[config.mk]
export PLATFORM = sky130hd
export DESIGN_NAME = ram_access_ctrl_flat
export DESIGN_NICKNAME = d
export VERILOG_FILES = /design/src/rtl/ram_access_ctrl_if.sv /design/src/rtl/ram_access_ctrl.sv /design/src/flat_wrapper.sv
export SDC_FILE = /design/constraint.sdc
export NUM_CORES = 1
export LEC_CHECK = 0
export CORE_ASPECT_RATIO = 0.5
export CORE_MARGIN = 2
export CORE_UTILIZATION = 42
export DETAILED_ROUTE_END_ITERATION = 7
export PLACE_DENSITY = 0.89
export SLEW_MARGIN = 15
export SYNTH_ARGS = -nofsm -noshare
export SYNTH_HDL_FRONTEND = slang
export SYNTH_SLANG_ARGS = --single-unit
[constraint.sdc]
create_clock -name CLK -period 2.35 [get_ports CLK]
set_input_delay 0.235 -clock CLK [delete_from_list [all_inputs] [get_ports CLK]]
set_output_delay 0.235 -clock CLK [all_outputs]
set_load 0.02 [all_outputs]
[src/rtl/ram_access_ctrl_if.sv]
// Request/response bundle between the coherence/arbitration controller and ram_access_ctrl.
// The master drives the single RAM request and the slave reports load data and progress.
interface ram_access_ctrl_if;
  logic        ramREN;
  logic        ramWEN;
  logic [31:0] ramaddr;
  logic [31:0] ramstore;
  logic [31:0] ramload;
  logic [1:0]  ramstate;

  modport master (
    output ramREN,
    output ramWEN,
    output ramaddr,
    output ramstore,
    input  ramload,
    input  ramstate
  );

  modport slave (
    input  ramREN,
    input  ramWEN,
    input  ramaddr,
    input  ramstore,
    output ramload,
    output ramstate
  );
endinterface

[src/rtl/ram_access_ctrl.sv]
// Sequences one RAM request at a time onto a word-wide synchronous SRAM with LAT wait states.
// Optional RAM_STATS_EN adds saturating read/write/restart/error event counters.
module ram_access_ctrl #(
  parameter int LAT    = 2,
  parameter int MEM_AW = 14
) (
  input  logic              CLK,
  input  logic              RST,
  ram_access_ctrl_if.slave  ramif,
  output logic [MEM_AW-1:0] mem_addr,
  output logic              mem_ren,
  output logic              mem_wen,
  output logic [31:0]       mem_wdata,
  input  logic [31:0]       mem_rdata
`ifdef RAM_STATS_EN
  ,
  output logic [31:0]       stat_rd,
  output logic [31:0]       stat_wr,
  output logic [31:0]       stat_rst,
  output logic [31:0]       stat_err
`endif
);

  typedef enum logic [1:0] {
    FREE   = 2'd0,
    BUSY   = 2'd1,
    ACCESS = 2'd2,
    ERROR  = 2'd3
  } ramstate_t;

  localparam logic [3:0] LAT_C = 4'(LAT);

  ramstate_t         state, next_state;
  logic [3:0]        cnt, next_cnt;
  logic              latch_ren, latch_wen, next_ren, next_wen;
  logic [MEM_AW-1:0] latch_word, next_word;
  logic [31:0]       latch_data, next_data;
  logic [31:0]       load_q;

  logic              req_any, req_valid, req_differs, load_req;

  // A request is only usable as a single aligned operation inside the SRAM window;
  // once invalid requests are filtered out the latched word index fully identifies it.
  assign req_any     = ramif.ramREN | ramif.ramWEN;
  assign req_valid   = (ramif.ramREN ^ ramif.ramWEN)
                     && (ramif.ramaddr[1:0] == 2'b00)
                     && ((ramif.ramaddr >> (MEM_AW + 2)) == 32'd0);
  assign req_differs = (ramif.ramREN != latch_ren) || (ramif.ramWEN != latch_wen)
                     || (ramif.ramaddr[MEM_AW+1:2] != latch_word)
                     || (ramif.ramstore != latch_data);

  always_comb begin
    next_state = state;
    next_cnt   = cnt;
    load_req   = 1'b0;
    case (state)
      BUSY: begin
        if (!req_any) begin
          next_state = FREE;
          next_cnt   = 4'd0;
        end else if (!req_valid) begin
          next_state = ERROR;
          next_cnt   = 4'd0;
        end else if (req_differs) begin
          load_req = 1'b1;
        end else if (cnt == LAT_C) begin
          next_state = ACCESS;
        end else begin
          next_cnt = cnt + 4'd1;
        end
      end
      default: begin
        if (!req_any) begin
          next_state = FREE;
          next_cnt   = 4'd0;
        end else if (!req_valid) begin
          next_state = ERROR;
          next_cnt   = 4'd0;
        end else begin
          load_req = 1'b1;
        end
      end
    endcase

    next_ren  = latch_ren;
    next_wen  = latch_wen;
    next_word = latch_word;
    next_data = latch_data;
    if (load_req) begin
      next_state = BUSY;
      next_cnt   = 4'd1;
      next_ren   = ramif.ramREN;
      next_wen   = ramif.ramWEN;
      next_word  = ramif.ramaddr[MEM_AW+1:2];
      next_data  = ramif.ramstore;
    end
  end

  // Strobes are registered from the next state so the read lands in the last BUSY
  // cycle and the write occupies exactly the ACCESS cycle.
  always_ff @(posedge CLK) begin
    if (RST) begin
      state      <= FREE;
      cnt        <= 4'd0;
      latch_ren  <= 1'b0;
      latch_wen  <= 1'b0;
      latch_word <= '0;
      latch_data <= 32'd0;
      load_q     <= 32'd0;
      mem_ren    <= 1'b0;
      mem_wen    <= 1'b0;
    end else begin
      state      <= next_state;
      cnt        <= next_cnt;
      latch_ren  <= next_ren;
      latch_wen  <= next_wen;
      latch_word <= next_word;
      latch_data <= next_data;
      mem_ren    <= (next_state == BUSY) && (next_cnt == LAT_C) && next_ren;
      mem_wen    <= (next_state == ACCESS) && next_wen;
      if ((state == ACCESS) && latch_ren) begin
        load_q <= mem_rdata;
      end
    end
  end

  assign mem_addr       = latch_word;
  assign mem_wdata      = latch_data;
  assign ramif.ramstate = state;
  assign ramif.ramload  = ((state == ACCESS) && latch_ren) ? mem_rdata : load_q;

`ifdef RAM_STATS_EN
  logic ev_rd, ev_wr, ev_restart, ev_err;

  assign ev_rd      = (state == ACCESS) && latch_ren;
  assign ev_wr      = (state == ACCESS) && latch_wen;
  assign ev_restart = (state == BUSY) && req_any && req_valid && req_differs;
  assign ev_err     = (next_state == ERROR) && (state != ERROR);

  // Event counters stick at all-ones rather than wrapping back to zero.
  always_ff @(posedge CLK) begin
    if (RST) begin
      stat_rd  <= 32'd0;
      stat_wr  <= 32'd0;
      stat_rst <= 32'd0;
      stat_err <= 32'd0;
    end else begin
      if (ev_rd && (stat_rd != 32'hFFFF_FFFF))       stat_rd  <= stat_rd + 32'd1;
      if (ev_wr && (stat_wr != 32'hFFFF_FFFF))       stat_wr  <= stat_wr + 32'd1;
      if (ev_restart && (stat_rst != 32'hFFFF_FFFF)) stat_rst <= stat_rst + 32'd1;
      if (ev_err && (stat_err != 32'hFFFF_FFFF))     stat_err <= stat_err + 32'd1;
    end
  end
`endif

endmodule

[src/flat_wrapper.sv]
// flat-port wrapper written by rule: the top's interface ports become plain ports
module ram_access_ctrl_flat 
#(
  parameter int LAT    = 2,
  parameter int MEM_AW = 14
)
  (CLK, RST, mem_addr, mem_ren, mem_wen, mem_wdata, mem_rdata, ramif_ramREN, ramif_ramWEN, ramif_ramaddr, ramif_ramstore, ramif_ramload, ramif_ramstate);
  ram_access_ctrl_if ramif_i ();
  input  logic CLK;
  input  logic RST;
  output logic [MEM_AW-1:0] mem_addr;
  output logic mem_ren;
  output logic mem_wen;
  output logic [31:0] mem_wdata;
  input  logic [31:0] mem_rdata;
  input wire logic [$bits(ramif_i.ramREN)-1:0] ramif_ramREN;
  input wire logic [$bits(ramif_i.ramWEN)-1:0] ramif_ramWEN;
  input wire logic [$bits(ramif_i.ramaddr)-1:0] ramif_ramaddr;
  input wire logic [$bits(ramif_i.ramstore)-1:0] ramif_ramstore;
  output wire logic [$bits(ramif_i.ramload)-1:0] ramif_ramload;
  output wire logic [$bits(ramif_i.ramstate)-1:0] ramif_ramstate;
  assign ramif_i.ramREN = ramif_ramREN;
  assign ramif_i.ramWEN = ramif_ramWEN;
  assign ramif_i.ramaddr = ramif_ramaddr;
  assign ramif_i.ramstore = ramif_ramstore;
  assign ramif_ramload = ramif_i.ramload;
  assign ramif_ramstate = ramif_i.ramstate;
  ram_access_ctrl #(.LAT(LAT), .MEM_AW(MEM_AW)) u_core (.CLK(CLK), .RST(RST), .ramif(ramif_i), .mem_addr(mem_addr), .mem_ren(mem_ren), .mem_wen(mem_wen), .mem_wdata(mem_wdata), .mem_rdata(mem_rdata));
endmodule
==> results.yml, run 1 <==
synth:
  ys_seq_area_share_pct: 43.6
  synth_area_leaders: "dfxtp_1 44%, xnor2_1 11%, mux2_2 8.9%, nand3_1 6.3%, a21oi_1 6.1%"
  ys_warn_count: 0
  avgSynthCellArea_um2: 9.24
  synth.most_common_cell: "dfxtp_1"
  synth_common_cells: "88 x dfxtp_1, 51 x nand3_1, 49 x a21oi_1, 49 x xnor2_1, 47 x o21ai_1"
  syn_nets: 540
  yosysUniqueCellTypes: 33
  synth_edf_count: 0
  synth-main-ff-cell: "dfxtp_1"
  netlist_instances: 437
  yosysTopAreaCellShare_pct: 43.6
  synth_top_area_cell: "dfxtp_1"
  synth_seq_cells: 88
  synth_area_um2: 4040
  synthArstFlopShare_pct: 0
grt:
  grt_pass1_wl_mm: 18.8
  grt_max_degree: 56
  grt_overflow: 0
  grt_use_total_pct: 22.7
  grt_pass1_vias: 3799
  antenna_found_initial: 0
setup_path:
  critPathBufInv: 3
  crit_path_start_kind: "register"
  arrival_ns: 2.06
  slowest_delay_ns: 0.61
  cp_top_family: "buffers and inverters"
  crit_required_ns: 2.12
  path_max_fanout: 16
  crit_type: "register to primary output"
  crit_chain: "nand3b_1 -> buf_4 -> buf_12 -> mux2_2 -> clkdlybuf4s50_1"
  endpoint_kind: "primary output"
  cp_slowest_cell: "clkdlybuf4s50_1"
die:
  die_x_um: 143
  initial_core_util_pct: 43.0
  die_h_um: 73.3
  rows: 25
  dieArea_um2: 10500
  ios: 182
  core-area_um2: 9380
clock_tree:
  cts_max_level: 3
  cts_tree: "done"
  hold_buffers: 0
  cts_made_buffers: 9
  root_buffer: "clkbuf_16"
  clock-sinks: 88
  clk_latency_ns: 0.34
  clk_pin_slew_worst_paths_ns: 0.06
  cts_buffer_depth: 2
place:
  io_buffer_count: 181
  gp_congestion: 0.844
  dp_hpwl_mm: 8.54
pwr:
  p_leak_uw: 0.00248
  power.density_nw_per_um2: 498
  peakVddDrop_mv: 0.336
sta:
  tightest_slew_ns: 0.657
  hold_viol_final: 0
  timing.slew.headroom_pct: 56.1
  post-route-period-util_pct: 97.6
  slew_violations: 0
  skew_ns: 0.0109
  min_period_ns: 2.29
  maxClockFrequency_mhz: 436
  setup_viol: 0
  hold_ws_ns: 0.382
drt:
  dr.first_iter.drc_count: 251
  wl_per_cell_um: 16.8
  drt-total-wl_mm: 12.4
  avgViaCountPerCell: 5.31
  drc: 0
  antenna_left: 0
  vias: 3905
  firstDrtPassIters: 4
layout:
  finalNetCount: 713
  num_antenna_cells: 0
  regArea_um2: 1760
  drive_gt1_share_pct: 11.2
  synthToLayoutAreaGrowth_pct: 57.6
  fill_cells: 720
  fin_util_pct: 67.8
  multi_input_area_um2: 2100
hold_path:
  hp-class: "input pin to register"
run_status:
  status: "finished, final reports clean"
flow_run:
  drv_cap: 0
flip-flops by register name (all words and copies together), names as in the netlist:
register	cells
u_core.mem_ren	1
u_core.latch_ren	1
u_core.load_q	32
u_core.cnt	4
u_core.mem_wen	1
u_core.latch_wen	1
u_core.mem_addr	14
u_core.mem_wdata	32
u_core.ramif.ramstate	2
layout by cell type, fill, tap and decap left out, drive strengths merged, types with 2 or more instances in the layout:
cell	n
mux2	32
inv	6
nand2	5
a21oi	49
clkdlybuf4s50	163
clkinv	3
dlymetal6s2s	17
nor2	4
o21ai	49
buf	14
ha	3
nor2b	32
nand2b	2
nor3	5
xnor2	49
xor2	2
nor4	7
clkbuf	11
nand4	13
dfxtp	88
nand3	52
stage by stage:
stage | cell area, um^2 | setup slack [ns] | setup TNS (ns) | instances | total power (uW)
final | 6360 | 0.0557 | 0 | 736 | 3170
after global routing | 6360 | -0.0900 | -1.85 | 736 | 3280
after CTS | 6290 | 0.0298 | 0 | 734 | 3190
after detailed placement | 6000 | -0.0339 | -0.0955 | 718 | 1810
after global placement | 6000 | 0.0293 | 0 | 718 | 1800
after floorplan | 4040 | 0.497 | 0 | 437 | 1600
cells by family after synthesis:
| kind of cell | synth area share, % |
|---|---|
| flops | 43.6 |
| mux | 8.93 |
| xor+xnor | 11.1 |
| simple gates | 18.0 |
| fa+ha+maj | 0.930 |
| buf+inv | 4.71 |
| compound gates | 12.7 |
final cells by class:
type | count | area share [%]
multi-input cells | 312 | 33.0
repair buffers | 195 | 32.2
clock buffers | 10 | 3.76
clock inverters | 6 | 0.806
inverters | 4 | 0.236
flip-flops and latches | 88 | 27.7
well taps | 121 | 2.38
worst paths after layout:
path	start	to	slack [ns]	cells after the start
worst min-delay path	RST	u_core.load_q[31]$_SDFF_PP0_	0.38	2
worst min register to register	u_core.latch_wen$_SDFF_PP0_	u_core.mem_wen$_SDFF_PP0_	0.50	2
worst max-delay path	u_core.latch_ren$_SDFF_PP0_	ramif_ramload[0]	0.06	5
worst max register to register	u_core.mem_addr[13]$_SDFFE_PP0P_	u_core.mem_wdata[10]$_SDFFE_PP0P_	0.13	7
worst register-to-register path: cells and delay by family, from the launching register on:
kind	cells	cell delay, ns
flip-flops	1	0.34
XOR/XNOR	1	0.26
AND/OR/NAND/NOR	3	1.09
AO/OA/AOI/OAI	2	0.23
buffers and inverters	1	0.22
repair_timing:
item | in CTS | in global routing
gates resized for setup | 0 | 17
setup buffers | 0 | 1
endpoints found under the hold margin | 0 | 0
setup endpoints to repair | 0 | 32
report_power, final:
part           switching (uW)  internal, uW  leakage [uW]  total (uW)
Combinational            96.9           185       0.00163         282
Sequential               2.08          1490      0.000709        1490
Clock                     630           759      0.000140        1390
Total                     729          2440       0.00248        3170
routing by layer:
layer	track usage [%]	share of wire (%)	vias up
met2	39.6	50	152
met3	5.54	5.9	24
met5	0	0	-
met1	28.1	42	1842
li1	-	-	1887
met4	7.48	2.0	0
Note: power is estimated with default switching activity, not from simulation.
==> inputs of run 2 (changes only) <==
- CORE_UTILIZATION: 42 -> 25
- PLACE_DENSITY: 0.89 -> 0.61
==> run 2 against run 1 <==
Non-clock buffer count rose by 4. Sequential power hardly changed. Utilization is 26 points lower. Sequential cell count unchanged. Sequential share of layout area shrank 0.32 points. Largest power group unchanged.
==> results.yml, run 2 (synthesis gave the netlist of run 1 again) <==
pwr:
  p_leak_uw: 0.00225
  peakVddDrop_mv: 0.312
  power.density_nw_per_um2: 503
  total_power_uw: 3240
setup_path:
  slowest_delay_ns: 0.60
  critPathLaunch: "u_core.latch_ren$_SDFF_PP0_"
  arrival_ns: 2.04
  path_max_fanout: 16
  endpoint_kind: "primary output"
  crit_required_ns: 2.12
  crit_path_start_kind: "register"
  crit_chain: "nand3b_1 -> buf_4 -> clkbuf_16 -> mux2_2 -> clkdlybuf4s50_1"
  cp_slowest_cell: "clkdlybuf4s50_1"
  worstReg2RegStart: "u_core.mem_wdata[1]$_SDFFE_PP0P_"
  crit_type: "register to primary output"
sta:
  slew_violations: 0
  setup_viol: 0
  hold_ws_ns: 0.351
  worst_slack_ns: 0.0775
  skew_ns: 0.00804
  rsz0062_at_grt: "false"
  post-route-period-util_pct: 96.7
  hold_viol_final: 0
  min_period_ns: 2.27
  maxClockFrequency_mhz: 440
  timing.slew.headroom_pct: 52.6
  tns_ns: 0
  tightest_slew_ns: 0.710
grt:
  grt_pass1_vias: 3689
  grt_overflow: 0
  grt_pass1_wl_mm: 19.7
  grt_use_total_pct: 14.7
  grt_max_degree: 39
  antenna_found_initial: 0
hold_path:
  worstHoldStart: "RST"
  hp-class: "input pin to register"
die:
  dieArea_um2: 17200
  die_x_um: 184
  rows: 32
  initial_core_util_pct: 25.9
  core-area_um2: 15600
  die_h_um: 93.9
  ios: 182
place:
  io_buffer_count: 181
  dp_hpwl_mm: 9.31
  gp_congestion: 0.782
  place_ws_ns: -0.0738
  dp_cells: 805
clock_tree:
  cts_buffer_depth: 2
  cts_made_buffers: 9
  cts_max_level: 3
  clock-sinks: 88
  clk_pin_slew_worst_paths_ns: 0.07
  clk_latency_ns: 0.34
  root_buffer: "clkbuf_16"
  cts_tree: "done"
drt:
  wl_per_cell_um: 15.7
  vias: 3828
  antenna_left: 0
  drt-total-wl_mm: 12.9
  dr.first_iter.drc_count: 168
  firstDrtPassIters: 5
  avgViaCountPerCell: 4.65
  drc: 0
layout:
  drive_gt1_share_pct: 11.6
  num_antenna_cells: 0
  final_common_cell: "clkdlybuf4s50_1"
  synthToLayoutAreaGrowth_pct: 59.5
  finalNetCount: 717
  final_cells: 823
  layout_common_cells: "175 x clkdlybuf4s50_1, 88 x dfxtp_1, 51 x nand3_1, 49 x xnor2_1, 49 x a21oi_1"
run_status:
  status: "finished, final reports clean"
flow_run:
  drv_cap: 0
## run 2: what timing repair did
action,in CTS,in global routing
setup endpoints to repair,0,7
buffers inserted,0,1
gates resized for setup,0,5
hold buffers,0,0
## run 2: worst max-delay path, delay by kind of cell (launching register included)
kind	cells	cell delay (ns)
buffers and inverters	3	0.95
flip-flops	1	0.41
multiplexers	1	0.23
AND/OR/NAND/NOR	1	0.10
## run 2: cell type report
cell class,count,area (um^2)
clock buffer,10,229
clock inverter,6,68.8
fill,1527,9140
inverter,4,15.0
multi-input combinational,312,2100
sequential,88,1760
tap,204,255
timing repair buffer,199,2010
## run 2: report_power, final
part / switching, uW / internal (uW) / total [uW]
Sequential: 2.19 / 1490 / 1490
Clock: 633 / 829 / 1460
Combinational: 97.4 / 185 / 282
Total: 733 / 2510 / 3240
## run 2: path summary, 6_finish.rpt
check | endpoint | slack [ns] | cells after the start
setup / recovery | ramif_ramload[23] | 0.08 | 5
hold / removal | u_core.load_q[0]$_SDFF_PP0_ | 0.35 | 2
setup reg to reg | u_core.mem_addr[5]$_SDFFE_PP0P_ | 0.29 | 8
hold reg to reg | u_core.mem_wen$_SDFF_PP0_ | 0.50 | 2
## run 2: routing by layer
metal  routed length (um)  track usage, %
met5                    0               0
met2                 6380            24.4
met3                  622            3.72
met4                  250            5.00
met1                 5680            18.6
## run 2: metrics by stage
stage | area [um^2] | util [%]
finish | 6440 | 41.3
global route | 6440 | 41.3
CTS | 6390 | 41.0
detailed placement | 6090 | 39.1
global placement | 6090 | 39.1
floorplan | 4040 | -
==> inputs of run 3 (changes only) <==
- CORE_UTILIZATION: 25 -> 35
- PLACE_DENSITY: 0.61 -> 0.77
==> run 3 against run 2 <==
Clock power hardly changed. Hold slack lost 0.0031 ns. Count of clock-buffer cells in the layout up 2. Sequential cell count stayed put. Combinational power is essentially flat. Highest routed layer unchanged. First-iteration DRC count increased by 28%. Power fell by 0.10%.
==> results.yml, run 3 (synthesis gave the netlist of run 1 again) <==
run_status:
  status: "finished, final reports clean"
clock_tree:
  clk_pin_slew_worst_paths_ns: 0.06
  root_buffer: "clkbuf_16"
  cts_tree: "done"
  hold_buffers: 0
  cts_made_buffers: 9
  cts_max_level: 3
  cts_buffer_depth: 2
  clk_latency_ns: 0.34
  clock-sinks: 88
hold_path:
  hold_depth: 2
  worstHoldStart: "RST"
  whs_endpoint: "u_core.mem_addr[13]$_SDFFE_PP0P_"
  hp-class: "input pin to register"
drt:
  avgViaCountPerCell: 5.03
  drc: 0
  dr.first_iter.drc_count: 215
  wl_per_cell_um: 15.8
  antenna_left: 0
  drt-total-wl_mm: 12.0
  firstDrtPassIters: 4
  vias: 3832
grt:
  grt_use_total_pct: 18.8
  grt_pass1_vias: 3725
  grt_overflow: 0
  grt_max_degree: 49
  antenna_found_initial: 0
  grt_pass1_wl_mm: 18.5
layout:
  synthToLayoutAreaGrowth_pct: 59.2
  drive_gt1_share_pct: 11.5
  fill_cells: 967
  finalNetCount: 716
  final_area_um2: 6430
  final_common_cell: "clkdlybuf4s50_1"
  num_antenna_cells: 0
  layout_common_cells: "153 x clkdlybuf4s50_1, 88 x dfxtp_1, 51 x nand3_1, 49 x xnor2_1, 49 x a21oi_1"
die:
  core-area_um2: 11100
  rows: 27
  die_h_um: 79.9
  initial_core_util_pct: 36.3
  dieArea_um2: 12500
  die_x_um: 156
  ios: 182
sta:
  hold_viol_final: 0
  timing.slew.headroom_pct: 58.2
  post-route-period-util_pct: 96.9
  min_period_ns: 2.28
  tightest_slew_ns: 0.626
  slew_violations: 0
  maxClockFrequency_mhz: 439
  setup_viol: 0
  skew_ns: 0.00701
setup_path:
  r2r-end: "u_core.mem_wdata[11]$_SDFFE_PP0P_"
  crit_path_start_kind: "register"
  crit_chain: "nand3b_1 -> buf_12 -> mux2_2 -> clkdlybuf4s50_1"
  endpoint_kind: "primary output"
  ff2ff_setup_slack_ns: 0.25
  worstReg2RegStart: "u_core.mem_addr[13]$_SDFFE_PP0P_"
  cp_slowest_cell: "clkdlybuf4s50_1"
  arrival_ns: 2.04
  crit_type: "register to primary output"
  ff2ff_path_depth: 8
  crit_required_ns: 2.12
  path_max_fanout: 32
  slowest_delay_ns: 0.54
pwr:
  peakVddDrop_mv: 0.389
  power.density_nw_per_um2: 504
  total_power_uw: 3240
  p_leak_uw: 0.00269
place:
  dp_hpwl_mm: 8.72
  gp_congestion: 0.822
  io_buffer_count: 181
  placed_area_um2: 6050
flow_run:
  drv_cap: 0
[run 3: through the flow]
stage | hold slack, ns | TNS (ns) | setup slack [ns] | utilization, % | std cells
CTS | 0.335 | 0 | 0.0373 | 57.2 | 762
global placement | 0.473 | -0.313 | -0.0278 | 54.5 | 747
floorplan | 0.387 | 0 | 0.497 | - | 437
finish | 0.348 | 0 | 0.0721 | 57.8 | 762
global route | 0.351 | -0.00240 | -0.00155 | 57.8 | 762
detailed placement | 0.464 | -1.78 | -0.0690 | 54.5 | 747
[run 3: repair_timing]
item | 4_1_cts | 5_1_grt
resized for setup | 0 | 27
setup endpoints to repair | 0 | 27
endpoints found under the hold margin | 0 | 0
setup buffers | 0 | 0
[run 3: metal layers]
metal  vias to the layer above  track usage, %  share of wire [%]
li1                       1888               -                  -
met1                      1833            24.2                 45
met2                        98            31.7                 49
met3                        13            4.34                4.8
met4                         0            5.50                1.3
met5                         -               0                  0
[run 3: worst max-delay path by stage]
stage                                              from                                 to  slack (ns)  cells after the start
global placement                      ramif_ramaddr[15]  u_core.mem_wdata[21]$_SDFFE_PP0P_       -0.03                      9
finish              u_core.ramif.ramstate[0]$_SDFF_PP0_                  ramif_ramload[17]        0.07                      4
CTS                 u_core.ramif.ramstate[0]$_SDFF_PP0_                  ramif_ramload[28]        0.04                      4
detailed placement                    ramif_ramaddr[15]  u_core.mem_wdata[23]$_SDFFE_PP0P_       -0.07                      9
global route        u_core.ramif.ramstate[0]$_SDFF_PP0_                  ramif_ramload[17]      -0.002                      4
floorplan                                  ramif_ramWEN   u_core.mem_addr[10]$_SDFFE_PP0P_        0.50                      9
[run 3: power breakdown]
group / switching (uW) / leakage (uW) / internal (uW)
logic: 93.7 / 0.00182 / 186
registers: 2.32 / 0.000709 / 1490
clock network: 559 / 0.000154 / 901
total: 655 / 0.00269 / 2580
[run 3: layout make-up]
| cell class | instances | area (um^2) | share of cell area, % |
|---|---|---|---|
| clock inverters | 3 | 40.0 | 0.623 |
| multi-input cells | 312 | 2100 | 32.6 |
| inverters | 4 | 15.0 | 0.234 |
| repair buffers | 198 | 2060 | 32.1 |
| clock buffers | 12 | 267 | 4.15 |
| flip-flops and latches | 88 | 1760 | 27.4 |
| well taps | 145 | 181 | 2.82 |
[run 3: critical path: cells and delay by family, from the launching register on]
| kind | cells | cell delay [ns] |
|---|---|---|
| buffers and inverters | 2 | 0.76 |
| multiplexers | 1 | 0.37 |
| AND/OR/NAND/NOR | 1 | 0.18 |
| flip-flops | 1 | 0.38 |
